`src/rtl/mixer_iq_scaled.sv`:
```
// Quadrature mixer: multiplies real or complex samples by an NCO cos/sin pair,
// then scales by a per-sample arithmetic right shift with rounding and
// saturation. Four-stage pipeline, one sample per clock, no backpressure.
//
// Optional feature: define MIXER_IQ_DITHER_EN to replace the round-half-up
// constant with LFSR dither (16-bit Fibonacci, taps 16,14,13,11).
module mixer_iq_scaled #(
   parameter int unsigned DATA_WIDTH  = 12,
   parameter int unsigned LO_WIDTH    = 12,
   parameter int unsigned OUT_WIDTH   = 16,
   parameter int unsigned SHIFT_WIDTH = 5
) (
   input  logic                          clock,
   input  logic                          clock_sreset,
   input  logic                          in_valid,
   input  logic signed [DATA_WIDTH-1:0]  data_i,
   input  logic signed [DATA_WIDTH-1:0]  data_q,
   input  logic signed [LO_WIDTH-1:0]    cosine_in,
   input  logic signed [LO_WIDTH-1:0]    sine_in,
   input  logic                          complex_mode,
   input  logic        [SHIFT_WIDTH-1:0] shift,
   input  logic                          ovf_clear,
   output logic                          out_valid,
   output logic signed [OUT_WIDTH-1:0]   i_out,
   output logic signed [OUT_WIDTH-1:0]   q_out,
   output logic                          ovf_sticky
);

   localparam int unsigned PROD_W  = DATA_WIDTH + LO_WIDTH;
   localparam int unsigned SUM_W   = PROD_W + 1;
   // One guard bit above the sum so adding the rounding constant cannot wrap.
   localparam int unsigned EXT_W   = SUM_W + 1;
   localparam int unsigned SMAX    = SUM_W - 1;
   localparam int unsigned S_EFF_W = $clog2(SUM_W);

   // Scale, round and saturate one sum. Returns {saturated, value}.
   function automatic logic [OUT_WIDTH:0] scale_sat(
      input logic signed [SUM_W-1:0]   sum,
      input logic signed [EXT_W-1:0]   rnd,
      input logic        [S_EFF_W-1:0] s
   );
      logic signed [EXT_W-1:0] ext;
      logic signed [EXT_W-1:0] r;
      logic signed [EXT_W-1:0] max_v;
      logic signed [EXT_W-1:0] min_v;
      max_v = {{(EXT_W-OUT_WIDTH+1){1'b0}}, {(OUT_WIDTH-1){1'b1}}};
      min_v = {{(EXT_W-OUT_WIDTH+1){1'b1}}, {(OUT_WIDTH-1){1'b0}}};
      ext   = EXT_W'(sum) + rnd;
      r     = ext >>> s;
      if (r > max_v) begin
         return {1'b1, max_v[OUT_WIDTH-1:0]};
      end else if (r < min_v) begin
         return {1'b1, min_v[OUT_WIDTH-1:0]};
      end
      return {1'b0, r[OUT_WIDTH-1:0]};
   endfunction

   // ------------------------------------------------------------------
   // Stage registers
   // ------------------------------------------------------------------
   logic                          v1_q, v2_q, v3_q;
   logic signed [DATA_WIDTH-1:0]  di1_q, dq1_q;
   logic signed [LO_WIDTH-1:0]    cos1_q, sin1_q;
   logic                          cm1_q, cm2_q;
   logic        [SHIFT_WIDTH-1:0] sh1_q, sh2_q, sh3_q;

   logic signed [PROD_W-1:0]      p_dc_d, p_ds_d, p_qc_d, p_qs_d;
   logic signed [PROD_W-1:0]      p_dc_q, p_ds_q, p_qc_q, p_qs_q;

   logic signed [SUM_W-1:0]       sum_i_d, sum_q_d;
   logic signed [SUM_W-1:0]       sum_i_q, sum_q_q;

   logic        [S_EFF_W-1:0]     s_eff;
   logic signed [EXT_W-1:0]       rnd;
   logic        [OUT_WIDTH:0]     res_i, res_q;
   logic                          sat_any;

   logic                          out_valid_q;
   logic signed [OUT_WIDTH-1:0]   i_out_q, q_out_q;
   logic                          ovf_d, ovf_q;

   // Stage valids: reset drops every in-flight sample.
   always_ff @(posedge clock) begin
      if (clock_sreset) begin
         v1_q <= 1'b0;
         v2_q <= 1'b0;
         v3_q <= 1'b0;
      end else begin
         v1_q <= in_valid;
         v2_q <= v1_q;
         v3_q <= v2_q;
      end
   end

   // S1: capture the sample together with its own mode and shift.
   always_ff @(posedge clock) begin
      di1_q  <= data_i;
      dq1_q  <= data_q;
      cos1_q <= cosine_in;
      sin1_q <= sine_in;
      cm1_q  <= complex_mode;
      sh1_q  <= shift;
   end

   // S2 next-state: full-width signed products (no wrap at full scale).
   always_comb begin
      p_dc_d = PROD_W'(di1_q) * PROD_W'(cos1_q);
      p_ds_d = PROD_W'(di1_q) * PROD_W'(sin1_q);
      p_qc_d = PROD_W'(dq1_q) * PROD_W'(cos1_q);
      p_qs_d = PROD_W'(dq1_q) * PROD_W'(sin1_q);
   end

   // S2: register products, forward mode and shift.
   always_ff @(posedge clock) begin
      p_dc_q <= p_dc_d;
      p_ds_q <= p_ds_d;
      p_qc_q <= p_qc_d;
      p_qs_q <= p_qs_d;
      cm2_q  <= cm1_q;
      sh2_q  <= sh1_q;
   end

   // S3 next-state: real passes products through; complex multiplies by e^-jwt.
   always_comb begin
      sum_i_d = SUM_W'(p_dc_q);
      sum_q_d = SUM_W'(p_ds_q);
      if (cm2_q) begin
         sum_i_d = SUM_W'(p_dc_q) + SUM_W'(p_qs_q);
         sum_q_d = SUM_W'(p_qc_q) - SUM_W'(p_ds_q);
      end
   end

   // S3: register sums, forward shift.
   always_ff @(posedge clock) begin
      sum_i_q <= sum_i_d;
      sum_q_q <= sum_q_d;
      sh3_q   <= sh2_q;
   end

   // Effective shift, clamped so the whole sum can be shifted out at most.
   always_comb begin
      s_eff = S_EFF_W'(sh3_q);
      if (32'(sh3_q) > SMAX) begin
         s_eff = S_EFF_W'(SMAX);
      end
   end

`ifdef MIXER_IQ_DITHER_EN
   logic [15:0] lfsr_q;
   logic [15:0] lfsr_d;

   // LFSR next state: advance only when a valid sample is being scaled.
   always_comb begin
      lfsr_d = lfsr_q;
      if (v3_q) begin
         lfsr_d = {lfsr_q[14:0], lfsr_q[15] ^ lfsr_q[13] ^ lfsr_q[12] ^ lfsr_q[10]};
      end
   end

   // LFSR register, reseeded on reset.
   always_ff @(posedge clock) begin
      if (clock_sreset) begin
         lfsr_q <= 16'hACE1;
      end else begin
         lfsr_q <= lfsr_d;
      end
   end

   // Dither: low s bits of the LFSR, shared by I and Q; zero when s = 0.
   always_comb begin
      rnd = EXT_W'(lfsr_q) & ~({EXT_W{1'b1}} << s_eff);
   end
`else
   // Round half up: add half an LSB of the shifted result.
   always_comb begin
      rnd = '0;
      if (s_eff != '0) begin
         rnd = EXT_W'(1) << (s_eff - 1'b1);
      end
   end
`endif

   // S4 next-state: scale both rails and flag any saturation on a valid sample.
   always_comb begin
      res_i   = scale_sat(sum_i_q, rnd, s_eff);
      res_q   = scale_sat(sum_q_q, rnd, s_eff);
      sat_any = v3_q & (res_i[OUT_WIDTH] | res_q[OUT_WIDTH]);
      // Set has priority over clear.
      ovf_d   = ovf_q;
      if (sat_any) begin
         ovf_d = 1'b1;
      end else if (ovf_clear) begin
         ovf_d = 1'b0;
      end
   end

   // S4: outputs update only with a valid sample, otherwise hold.
   always_ff @(posedge clock) begin
      if (clock_sreset) begin
         out_valid_q <= 1'b0;
         i_out_q     <= '0;
         q_out_q     <= '0;
         ovf_q       <= 1'b0;
      end else begin
         out_valid_q <= v3_q;
         ovf_q       <= ovf_d;
         if (v3_q) begin
            i_out_q <= res_i[OUT_WIDTH-1:0];
            q_out_q <= res_q[OUT_WIDTH-1:0];
         end
      end
   end

   assign out_valid  = out_valid_q;
   assign i_out      = i_out_q;
   assign q_out      = q_out_q;
   assign ovf_sticky = ovf_q;

endmodule

```
`config.mk`:
```
export PLATFORM = sky130hd
export DESIGN_NAME = mixer_iq_scaled
export DESIGN_NICKNAME = d
export VERILOG_FILES = /design/src/rtl/mixer_iq_scaled.sv
export SDC_FILE = /design/constraint.sdc
export NUM_CORES = 2
export LEC_CHECK = 0
export ABC_AREA = 0
export ABC_CLOCK_PERIOD_IN_PS = 10600
export BUFFER_PORTS_ARGS = -buffer_cell sky130_fd_sc_hd__buf_2
export CORE_ASPECT_RATIO = 1.75
export CORE_UTILIZATION = 54
export DETAILED_ROUTE_END_ITERATION = 10
export PLACE_DENSITY = 0.73
export RECOVER_POWER = 50
export SETUP_SLACK_MARGIN = 0.02
export SYNTH_ARGS = -nofsm -noshare
export SYNTH_HDL_FRONTEND = slang
export SYNTH_SLANG_ARGS = --single-unit
```
`constraint.sdc`:
```
create_clock -name clock -period 10.6 [get_ports clock]
set_clock_uncertainty 0.1 [all_clocks]
set_input_delay 1.06 -clock clock [delete_from_list [all_inputs] [get_ports clock]]
set_output_delay 1.06 -clock clock [all_outputs]
set_load 0.05 [all_outputs]
```
==> flow_metrics.py <==
metrics = {
    "timing": {
        "rsz0062_at_grt": "false",
        "fin_crit_ns": 8.328,
        "max_freq_mhz": 120.1,
        "hold_viol": 0,
        "final.setup.tns_ns": 0,
        "fin_ws_ns": 2.272,
        "tightest_slew_ns": 3.062,
        "period_share_pct": 78.56,
        "slew_violations": 64,
        "max_slew_margin_pct": -104.1,
        "setup_violations": 0,
    },
    "min_path": {
        "hold_class": "flop to flop",
        "min_path_cells": 0,
    },
    "power": {
        "power_density_mw_per_mm2": 333.8,
        "vdd_drop_max_uv": 487.5,
        "total_power_uw": 12840,
        "leakage_uw": 0.01838,
    },
    "critical_path": {
        "rr_worst_depth": 24,
        "cp-start-kind": "flop",
        "worstPathMaxFanout": 37,
        "endpoint_kind": "flop",
        "crit_chain": "buf_4 -> nand2_1 -> nand2_1 -> buf_4 -> inv_1 -> ha_1 -> nor2b_1 -> nand2_1 -> nor2_1 -> ha_1 -> a21oi_1 -> nor2_1 -> a211oi_1 -> o31ai_1 -> a21o_1 -> or4_1 -> nand3_1 -> nor2_1 -> a211oi_1 -> o31ai_1 -> o21ai_0 -> o31ai_2 -> o211ai_1 -> o211ai_1",
        "critical_path_class": "flop to flop",
        "cpPeakStageDelay_ns": 1.00,
        "required_ns": 10.98,
        "slowest_stage": "a211oi_1",
        "arrival_ns": 8.71,
    },
    "global_routing": {
        "grt_pass1_vias": 31660,
        "grt_usage_pct": 34.14,
        "grt_max_degree": 64,
        "grt_first_pass_wirelength_um": 173900,
        "antenna_found_initial": 10,
        "grt-ovfl-total": 0,
    },
    "drt": {
        "wire_per_inst_um": 21.58,
        "routed_wl_um": 110300,
        "routed_via_density": 5.752,
        "dr.first_iter.drc_count": 1644,
        "dr.pass1.iters": 6,
        "vias": 29390,
        "antenna_left": 0,
        "drc_errors": 0,
    },
    "yosys": {
        "netlist-cell-type-count": 95,
        "synth-seq-cells": 248,
        "avgSynthCellArea_um2": 8.614,
        "yosys.area.top_type": "fa_1",
        "synth_top_area_share_pct": 30.66,
        "synth.area.top_cells": "fa_1 31%, dfxtp_1 14%, ha_1 10%",
        "synthArstFlopShare_pct": 0,
        "synth-edff-count": 0,
        "ys_seq_area_share_pct": 13.73,
        "syn_area_mm2": 0.03617,
        "ys_warn_count": 0,
        "synth_cells": 4199,
        "synth_flop_cell": "dfxtp_1",
    },
    "cells_and_area": {
        "fin_nets": 5099,
        "final_util_pct": 57.99,
        "drive_gt1_share_pct": 6.025,
        "area_growth_pct": 6.316,
        "fillers": 6050,
        "multi_input_area_mm2": 0.02772,
        "regArea_mm2": 0.004969,
    },
    "status": {
        "outcome": "finished with violations",
        "violations": "capacitance limit, slew limit",
    },
    "floorplan": {
        "core_mm2": 0.06631,
        "ioPinCount": 92,
        "dieArea_mm2": 0.06807,
        "rows": 125,
        "fp.dieW_um": 197.6,
        "start_util_pct": 54.55,
        "die_h_um": 344.4,
    },
    "placement": {
        "place_worst_setup_slack_ns": 3.081,
        "place.gp.congestion": 1.071,
        "io_buffers": 91,
        "hpwlAfterDp_um": 86760,
    },
    "cts": {
        "cts-root-buf": "clkbuf_16",
        "cts_max_level": 1,
        "clk_pin_slew_ns": 0.07,
        "cts.sinks": 248,
        "cts_max_path_buffers": 3,
        "post_cts_buffers": 0,
        "cts_buffers": 28,
        "tritoncts": "yes",
        "insertion_delay_ns": 0.63,
        "ctsHoldBuffers": 0,
        "postCtsResizedCells": 0,
    },
    "run": {
        "max_cap_viol_count": 1,
    },
}
==> metrics by stage <==
| step | std cells | instance area (um^2) | hold slack (ns) |
|---|---|---|---|
| finish | 5109 | 38460 | 0.2259 |
| floorplan | 4200 | 36180 | 0.2096 |
| global route | 5106 | 38450 | 0.2341 |
| detailed placement | 5056 | 37510 | 0.2147 |
| CTS | 5105 | 38490 | 0.2285 |
| global placement | 5056 | 37510 | 0.2115 |
==> per-layer routing <==
| metal | wire, um | vias to the layer above | global-route usage, % |
|---|---|---|---|
| met5 | 76 | - | 0 |
| met4 | 13950 | 10 | 35.14 |
| met3 | 6435 | 541 | 7.275 |
| met2 | 56460 | 1048 | 61.92 |
| met1 | 33360 | 14410 | 30.16 |
| li1 | - | 13380 | - |
==> final cells by class <==
type | instances | area share (%)
diodes | 4 | 0.02603
clock buffers | 33 | 1.978
clock inverters | 16 | 0.5856
inverters | 729 | 7.115
multi-input cells | 3030 | 72.08
flip-flops and latches | 248 | 12.92
well taps | 889 | 2.892
repair buffers | 160 | 2.398
==> sequential cells by signal, indices dropped and copies added, names as in the netlist, 5 cells and up <==
register and cells:
sum_i_q 25, sum_q_q 25, p_dc_q 24, p_ds_q 24, p_qc_q 24, p_qs_q 24, i_out 16, q_out 16
cos1_q 12, di1_q 12, dq1_q 12, sin1_q 12, sh1_q 5, sh2_q 5, sh3_q 5
==> cell usage after synthesis, types with 10 or more instances <==
cell / number
clkbuf_1: 168
inv_1: 728
mux2_2: 33
o21bai_1: 13
a21boi_0: 31
o211ai_1: 41
a31oi_1: 31
o211a_1: 12
a21o_1: 33
xnor2_1: 136
o31ai_1: 16
nand2b_1: 70
mux2i_1: 50
o21a_1: 19
and2_1: 218
ha_1: 290
or2_2: 14
a211oi_1: 50
and3_1: 23
fa_1: 554
nor2_1: 227
nand2_1: 526
nor3_1: 55
buf_1: 12
nand3_1: 51
or3_1: 18
nor2b_1: 30
a21oi_1: 126
o21ai_0: 141
xor2_1: 32
dfxtp_1: 248
o22ai_1: 10
==> placed cells by master, fill, tap and decap left out, types with 19 or more instances in the layout <==
cell / synthesis / layout
buf_4: 1 / 67
fa_1: 554 / 554
xor2_1: 32 / 32
xnor2_1: 136 / 136
nand3_1: 51 / 51
nor3_1: 55 / 55
mux2i_1: 50 / 50
ha_1: 290 / 290
nand2b_1: 70 / 70
o21a_1: 19 / 19
mux2_2: 33 / 33
and3_1: 23 / 23
dfxtp_1: 248 / 245
nor2b_1: 30 / 30
clkbuf_1: 168 / 39
a21oi_1: 126 / 126
a21o_1: 33 / 33
a21boi_0: 31 / 31
nor2_1: 227 / 227
o211ai_1: 41 / 41
buf_2: 9 / 56
clkbuf_16: 0 / 29
and2_1: 218 / 214
a211oi_1: 50 / 50
a31oi_1: 31 / 31
inv_1: 728 / 728
nand2_1: 526 / 525
o21ai_0: 141 / 141
==> report_power, final <==
group	switching [uW]	total, uW	internal [uW]
Sequential	263	1640	1370
Clock	469	1090	616
Combinational	5910	10100	4200
Total	6640	12800	6190
==> critical path, delay by kind of cell, from the launching register on <==
kind	cells	cell delay, ns
compound gates	10	3.43
buf+inv	3	0.79
flops	1	0.31
fa+ha+maj	2	1.08
simple gates	9	2.45
==> cell families (layout without fill, tap and decap cells) <==
family                     after synthesis  in the layout  share of synthesized area [%]
and+or+nand+nor                       1279           1279                          16.75
buffers and inverters                  922            938                          9.671
other                                    1              6                        0.01037
AOI/OAI and AO/OA                      642            642                          12.17
DFF                                    248            248                          13.73
muxes                                   87             87                          2.660
adders and majority gates              850            850                          40.86
xor gates and xnor gates               170            170                          4.158
==> final timing paths <==
kind | startpoint | end | slack, ns
min | cm1_q$_DFF_P_ | cm2_q$_DFF_P_ | 0.23
min reg2reg | cm1_q$_DFF_P_ | cm2_q$_DFF_P_ | 0.23
max reg2reg | sh3_q[1]$_DFF_P_ | i_out[10]$_SDFFE_PP0P_ | 2.27
max | sh3_q[1]$_DFF_P_ | i_out[10]$_SDFFE_PP0P_ | 2.27
Note: power is estimated with default switching activity, not from simulation.
